$ cat config.mk
export PLATFORM = sky130hd
export DESIGN_NAME = memory_access_sequencer
export DESIGN_NICKNAME = d
export VERILOG_FILES = /design/src/rtl/memory_access_sequencer.sv
export SDC_FILE = /design/constraint.sdc
export NUM_CORES = 1
export LEC_CHECK = 0
export CORE_ASPECT_RATIO = 0.75
export CORE_MARGIN = 1.5
export CORE_UTILIZATION = 40
export DETAILED_ROUTE_END_ITERATION = 7
export GPL_TIMING_DRIVEN = 0
export PLACE_DENSITY = 0.7
export SYNTH_ARGS = -nofsm -noshare
export SYNTH_HDL_FRONTEND = slang
export SYNTH_SLANG_ARGS = --single-unit
$ cat constraint.sdc
create_clock -name CLK -period 10.96 [get_ports CLK]
set_input_delay 1.644 -clock CLK [delete_from_list [all_inputs] [get_ports CLK]]
set_output_delay 1.644 -clock CLK [all_outputs]
set_load 0.005 [all_outputs]
$ cat src/rtl/memory_access_sequencer.sv
// Memory access sequencer: turns byte/halfword/word control-unit memory
// operations into byte beats on a byte-wide RAM port. Beats are big-endian,
// each beat lasts WAIT_STATES+1 cycles, and MFC/MemErr form a four-phase
// handshake with the microsequencer.
module memory_access_sequencer #(
    parameter int unsigned ADDR_W      = 8,
    parameter int unsigned WAIT_STATES = 1
) (
    input  logic              CLK,
    input  logic              Reset,
    input  logic              MOV,
    input  logic              RW,
    input  logic [1:0]        Size,
    input  logic [ADDR_W-1:0] Addr,
    input  logic [31:0]       DataIn,
    output logic [31:0]       DataOut,
    output logic              MFC,
    output logic              MemErr,
    output logic [ADDR_W-1:0] ram_addr,
    output logic [7:0]        ram_wdata,
    input  logic [7:0]        ram_rdata,
    output logic              ram_en,
    output logic              ram_we
);

    localparam int unsigned WAIT_W = 4;
    localparam int unsigned IDX_W  = 2;
    localparam logic [WAIT_W-1:0] WAIT_INIT = WAIT_W'(WAIT_STATES);

    typedef enum logic [1:0] {
        IDLE = 2'd0,
        BEAT = 2'd1,
        DONE = 2'd2,
        ERR  = 2'd3
    } state_t;

    state_t            state, state_n;
    logic [ADDR_W-1:0] base, base_n;
    logic              rw_q, rw_n;
    logic [31:0]       data_q, data_n;
    logic [IDX_W-1:0]  idx, idx_n;
    logic [IDX_W-1:0]  last, last_n;
    logic [WAIT_W-1:0] wcnt, wcnt_n;
    logic [23:0]       asm_q, asm_n;
    logic [31:0]       dout_n;

    logic              beat_n;
    logic              misalign;
    logic [IDX_W-1:0]  sel;
    logic [7:0]        wbyte;
    logic              ram_en_n;
    logic              ram_we_n;
    logic [ADDR_W-1:0] ram_addr_n;
    logic [7:0]        ram_wdata_n;
    logic              mfc_n;
    logic              err_n;

    // Next-state, datapath and next-output decode; outputs are registered
    // from the next state so they line up with the state they describe.
    always_comb begin
        state_n  = state;
        base_n   = base;
        rw_n     = rw_q;
        data_n   = data_q;
        idx_n    = idx;
        last_n   = last;
        wcnt_n   = wcnt;
        asm_n    = asm_q;
        dout_n   = DataOut;
        misalign = 1'b0;

        case (state)
            IDLE: begin
                if (MOV) begin
                    base_n = Addr;
                    rw_n   = RW;
                    data_n = DataIn;
                    idx_n  = '0;
                    wcnt_n = WAIT_INIT;
                    asm_n  = '0;
                    case (Size)
                        2'b00:   last_n = 2'd0;
                        2'b01:   last_n = 2'd1;
                        default: last_n = 2'd3;
                    endcase
                    misalign = (Size == 2'b11)
                             || ((Size == 2'b01) && Addr[0])
                             || ((Size == 2'b10) && (Addr[1:0] != 2'b00));
                    state_n = misalign ? ERR : BEAT;
                end
            end
            BEAT: begin
                if (wcnt == '0) begin
                    if (rw_q) begin
                        asm_n = {asm_q[15:0], ram_rdata};
                    end
                    if (idx == last) begin
                        state_n = DONE;
                        if (rw_q) begin
                            dout_n = {asm_q, ram_rdata};
                        end
                    end else begin
                        idx_n  = idx + 2'd1;
                        wcnt_n = WAIT_INIT;
                    end
                end else begin
                    wcnt_n = wcnt - 4'd1;
                end
            end
            DONE: begin
                if (!MOV) begin
                    state_n = IDLE;
                end
            end
            ERR: begin
                if (!MOV) begin
                    state_n = IDLE;
                end
            end
            default: state_n = IDLE;
        endcase

        // Byte (N-1-index) of the latched value: index 0 carries the MSB.
        sel = last_n - idx_n;
        case (sel)
            2'd0:    wbyte = data_n[7:0];
            2'd1:    wbyte = data_n[15:8];
            2'd2:    wbyte = data_n[23:16];
            default: wbyte = data_n[31:24];
        endcase

        beat_n      = (state_n == BEAT);
        ram_en_n    = beat_n;
        ram_we_n    = beat_n && !rw_n;
        ram_addr_n  = beat_n ? (base_n + ADDR_W'(idx_n)) : '0;
        ram_wdata_n = (beat_n && !rw_n) ? wbyte : 8'h00;
        mfc_n       = (state_n == DONE) || (state_n == ERR);
        err_n       = (state_n == ERR);
    end

    // State, latched request and registered outputs; async reset clears all.
    always_ff @(posedge CLK or posedge Reset) begin
        if (Reset) begin
            state     <= IDLE;
            base      <= '0;
            rw_q      <= 1'b0;
            data_q    <= '0;
            idx       <= '0;
            last      <= '0;
            wcnt      <= '0;
            asm_q     <= '0;
            DataOut   <= '0;
            MFC       <= 1'b0;
            MemErr    <= 1'b0;
            ram_addr  <= '0;
            ram_wdata <= '0;
            ram_en    <= 1'b0;
            ram_we    <= 1'b0;
        end else begin
            state     <= state_n;
            base      <= base_n;
            rw_q      <= rw_n;
            data_q    <= data_n;
            idx       <= idx_n;
            last      <= last_n;
            wcnt      <= wcnt_n;
            asm_q     <= asm_n;
            DataOut   <= dout_n;
            MFC       <= mfc_n;
            MemErr    <= err_n;
            ram_addr  <= ram_addr_n;
            ram_wdata <= ram_wdata_n;
            ram_en    <= ram_en_n;
            ram_we    <= ram_we_n;
        end
    end

endmodule

* Word-level counts from Yosys, hierarchy flattened
Index checks and enable logic that the tools add are counted.
** Storage, ports and cells
- Logic and storage cells :: 82
- Output and inout bits :: 52
- Flip-flop bits (word level) :: 127
** Operators by class
- Muxes and demuxes :: 30
- Eq/ne operators :: 16
- $add $sub $neg :: 4
- Reduce and logical (&&, ||, !) cells :: 17
** Operators with widths (number)
- $mux W24 :: 3
- $mux W32 :: 2
- $pmux W24 S2 :: 1
- $mux W8 :: 4
- $pmux W8 S3 :: 1
- $mux W2 :: 10
- $eq A2 B2 Y1 const B :: 7
- $mux W4 :: 3
- $add A8 B2 Y8 :: 1
- $eq A2 B1 Y1 const B :: 4
- $pmux W2 S2 :: 2
- $pmux W4 S2 :: 1
- $reduce_and A4 Y1 :: 2
- $logic_not A2 Y1 :: 3
- $ne A2 B2 Y1 const B :: 3
- $pmux W2 S3 :: 1
- $logic_not A4 Y1 :: 1
- $reduce_bool A2 Y1 :: 2
- $sub A4 B1 Y4 const B :: 1
- $logic_and A1 B1 Y1 :: 3
- $logic_or A1 B1 Y1 :: 3
- $ne A3 B3 Y1 const B :: 1
- $reduce_and A3 Y1 :: 1
- $add A2 B1 Y2 const B :: 1
- other kinds (5) :: 6

* Longest topological paths before layout
Gate-level depths: netlist of the first run.
- Depth in word-level cells :: 10
- Mapped depth :: 13

* Worst setup path after synthesis of the first run
OpenSTA, ideal clock, no wires.
- Path type :: input to register
- From :: in MOV
- To :: reg ram_wdata[4]
- Arrival :: 4129 ps
- Stages :: 12
- Data required time :: 10849 ps
- Buffers on the path :: 4
- Path slack :: 6720 ps
- Cell sequence :: or3b_1 > buf_2 > clkbuf_1 > clkbuf_1 > a21o_1 > inv_1 > ha_1 > xor2_4 > xor2_4 > buf_8 > mux2i_1 > a2111oi_2
** Between the ends
- Cells in the longest elaborated chain, start to end :: 6
- Elaborated cells between the ends (all ways) :: 20
** Ends and longest elaborated chain
- from (decl) :: RTL line 11 : input logic MOV,
- $mux W2 (*) :: RTL line 74 : if (MOV) begin
- $mux W2 (*) :: RTL line 72 : case (state)
- named net last_n[0] :: RTL line 42 : logic [IDX_W-1:0] last, last_n;
- $sub A2 B2 Y2 (*) :: RTL line 124 : sel = last_n - idx_n;
- $eq A2 B2 Y1 (tied with other cells) :: RTL line 125 : case (sel)
- $pmux W8 S3 (*) :: RTL line 125
- $mux W8 (*) :: RTL line 136 : ram_wdata_n = (beat_n && !rw_n) ? wbyte : 8'h00;
- named net ram_wdata_n[4] :: RTL line 54 : logic [7:0] ram_wdata_n;
- to (signal assigned) :: RTL line 172 : ram_wdata <= ram_wdata_n;
- to (decl) :: RTL line 20 : output logic [7:0] ram_wdata,
Mark *: on every way through the listed nets, which the timed path passes. The rest lies on a longest branch.
A chain may end at the register's enable or synchronous reset.

* Final worst setup path of the first run
- From :: in MOV
- To :: reg ram_addr[6]
** Between the ends
- Cells in the longest elaborated chain, start to end :: 4
- Elaborated cells between the ends (all ways) :: 10
** Ends and longest elaborated chain
- $mux W8 :: RTL line 74
- $mux W8 :: RTL line 72
- named net base_n[0] :: RTL line 38 : logic [ADDR_W-1:0] base, base_n;
- $add A8 B2 Y8 :: RTL line 135 : ram_addr_n = beat_n ? (base_n + ADDR_W'(idx_n)) : '0;
- $mux W8 :: RTL line 135
- named net ram_addr_n[6] :: RTL line 53 : logic [ADDR_W-1:0] ram_addr_n;
- to (signal assigned) :: RTL line 171 : ram_addr <= ram_addr_n;
- to (decl) :: RTL line 19 : output logic [ADDR_W-1:0] ram_addr,
The timed path passes the listed nets, and every way through them passes these cells.

==> flow_summary.json, run 1 <==
{
  "status": "completed",
  "worstSetupEndpointType": "flip-flop",
  "finalHoldViolations": 0,
  "antenna_violations_before_repair": 0,
  "final_net_count": 682,
  "insertion_delay_ns": 0.40,
  "cp_max_fo": 10,
  "drt-vias-per-instance": 4.89,
  "vias": 3946,
  "critical_path.slowest_cell": "a2111oi_0",
  "drt_first_iter_violations": 258,
  "cts_setup_buffers": 0,
  "worst_hold_path_type": "reg -> reg",
  "tightest_slew_ns": 0.684,
  "cts-hold-fix-buffers": 0,
  "layout.cells.most_common": "nand2_1",
  "slew_headroom": 0.532,
  "synth_sequential_area_ratio": 0.591,
  "grt_max_degree": 93,
  "flow.area_growth_from_synthesis_pct": 36.2,
  "design.die.area_um2": 14000,
  "io-pin-count": 106,
  "floorplan.die.width_um": 136,
  "classification_of_the_worst_setup_path": "in -> reg",
  "mostFrequentLayoutCells": "nand2_1, dfrtp_1, clkdlybuf4s50_1",
  "utilization": 0.558,
  "setup_viol": 0,
  "regToRegStartpoint": "MFC",
  "gpl.final_weighted_congestion": 0.827,
  "worst-path-buf-inv": 4,
  "synth-main-ff-cell": "dfrtp_1",
  "worst_setup_path_start_kind": "primary input",
  "postSynth.asyncResetShare": 1.00,
  "drive_above_1_share": 0.126,
  "clk_pin_slew_ns": 0.05,
  "ctsHtreeMaxLevel": 4,
  "rr_endpoint": "ram_addr[6]",
  "vdd_drop_max_mv": 0.128,
  "placeableCoreArea_um2": 13000,
  "finalWorstPathRequiredPeriod_ns": 5.15,
  "cap_violations": 0,
  "critical_path.cell_chain": "clkdlybuf4s50_1 -> nor3b_2 -> clkbuf_1 -> clkbuf_1 -> nand2_1 -> nand2_1 -> ha_1 -> inv_1 -> fa_1 -> a2111oi_0 -> xnor2_1 -> nor2_1",
  "cts_num_sinks": 126,
  "wire_per_inst_um": 15.6,
  "critical_path_arrival_ns": 5.42,
  "detail-route-antenna-nets": 0,
  "pleak_uw": 0.00346,
  "synth_fp_nets": 557,
  "place.detailed.hpwl_um": 9190,
  "cellPowerDensity_nw_per_um2": 327,
  "worstHoldEndpoint": "asm_q[23]",
  "clockBufferDepth": 2,
  "grt_remaining_overflow": 0,
  "rows": 36,
  "cts_tree": "done",
  "grt_pass1_wl_um": 20700,
  "fin_skew_ns": 0.0112,
  "post_synth.cell_area_avg_um2": 10.7,
  "detail_route.drc_violations": 0,
  "worst-r2r-cell-count": 12,
  "netlist_instances": 498,
  "grt_pass1_vias": 4102,
  "min_path_cells": 2,
  "synth-edff-count": 0,
  "clock_tree_root": "clkbuf_16",
  "diodes": 0,
  "timing.final.max_slew_violations": 0,
  "totalNegativeSetupSlack_ns": 0,
  "firstDrtPassIters": 4,
  "slowest_cell_delay_on_critical_path_ns": 0.66,
  "grt_setup_unrepaired": "false",
  "cts_inserted_buffers": 17,
  "die-height_um": 103,
  "routed_wl_um": 12600,
  "yosys.cell_types.count": 42,
  "min_from": "asm_q[23]",
  "resized_gates_after_cts": 0,
  "max_clk_rate_mhz": 194,
  "final_worst_path_period_share": 0.470,
  "critical_path_required_ns": 11.22,
  "post-route-worst-setup-slack_ns": 5.81,
  "place_worst_setup_slack_ns": 5.40,
  "ys_seq_elements": 126,
  "total_power_uw": 2380,
  "grtUsageTotal": 0.196,
  "initial_core_util": 0.410,
  "summed_instance_area_of_the_synthesized_netlist_um2": 5330,
  "synth-warning-count": 0,
  "io_buffer_count": 105,
  "path_delay_family": "buffers and inverters",
  "reg2reg_setup_slack_ns": 6.99
}
[through the flow]
step	hold WS (ns)	area, um2	std cells
after floorplan	0.435	5330	498
after global placement	0.446	6600	774
after detailed placement	0.452	6630	775
after CTS	0.465	7260	807
after global routing	0.495	7260	807
final	0.463	7260	807
[routing by layer]
layer / GRT usage / wire [um]
met1: 0.272 / 5990
met2: 0.291 / 5850
met3: 0.0595 / 594
met4: 0.0745 / 191
met5: 0 / 0
[cell type report]
cell class | instances | area, um2
repair buffers | 106 | 1080
well taps | 171 | 214
inverters | 15 | 61.3
clock inverters | 10 | 160
flip-flops and latches | 126 | 3150
clock buffers | 22 | 474
multi-input cells | 330 | 2000
plain buffers | 27 | 123
fillers | 1083 | 5750
[worst min-delay path, cell delays in order (launching register included)]
cell     delay [ns]
dfrtp_1        0.34
nand2_1        0.05
nand2_1        0.05
[registers in the layout (all words and copies together), names as in the netlist]
signal     count
DataOut       32
data_q        32
asm_q         24
base           8
ram_addr       8
ram_wdata      8
wcnt           4
idx            2
last           2
MFC            1
MemErr         1
ram_en         1
ram_we         1
rw_q           1
state          1
[power breakdown]
group | leakage, uW | total (uW) | internal (uW) | switching, uW
registers | 0.00162 | 763 | 666 | 97.1
clock network | 0.000310 | 596 | 398 | 197
logic | 0.00153 | 1020 | 453 | 567
total | 0.00346 | 2380 | 1520 | 862
[how the worst max path moves through the flow]
stage / from / end / slack (ns) / depth (start not counted)
after floorplan: Reset / DataOut[0] / 5.96 / 1
after global routing: MOV / ram_addr[6] / 5.48 / 12
after global placement: Reset / DataOut[0] / 4.32 / 2
after detailed placement: MOV / ram_addr[6] / 5.40 / 12
final: MOV / ram_addr[6] / 5.81 / 12
after CTS: MOV / ram_addr[6] / 5.79 / 12
[synth_stat cells (all sizes together), types with 4 or more instances]
cell / count / share of area
clkbuf: 20 / 0.014
inv: 15 / 0.011
buf: 7 / 0.0089
nor3: 18 / 0.017
a21oi: 4 / 0.0038
xnor2: 8 / 0.017
ha: 4 / 0.0094
nand3: 29 / 0.027
mux2i: 14 / 0.026
dfrtp: 126 / 0.59
o21ai: 6 / 0.0056
mux2: 34 / 0.073
a2111oi: 9 / 0.019
nand2: 162 / 0.11
nor2: 12 / 0.0084
[kinds of logic after synthesis]
| group | Yosys count | share of synthesized area |
|---|---|---|
| buffers and inverters | 42 | 0.0336 |
| flip-flops | 126 | 0.591 |
| XOR/XNOR | 10 | 0.0270 |
| adder cells (fa/ha/maj) | 5 | 0.0131 |
| multiplexers | 48 | 0.0995 |
| AO/OA/AOI/OAI | 30 | 0.0465 |
| AND/OR/NAND/NOR | 237 | 0.189 |
Note: power is estimated with default switching activity, not from simulation.
==> run 2: changes to the inputs <==
Clock period 10.96 ns to 5.1 ns, I/O delays scaled along.
==> results of run 2 <==
The final DEF is identical to that of run 1. Status: completed.
Main changes from that run: setup slack after placement 5.40 ns -> 0.419 ns; setup slack after layout 5.81 ns -> 0.827 ns; register-to-register setup slack 6.99 ns -> 1.13 ns; total power 2380 uW -> 5110 uW; worst IR drop on VDD 0.128 mV -> 0.276 mV
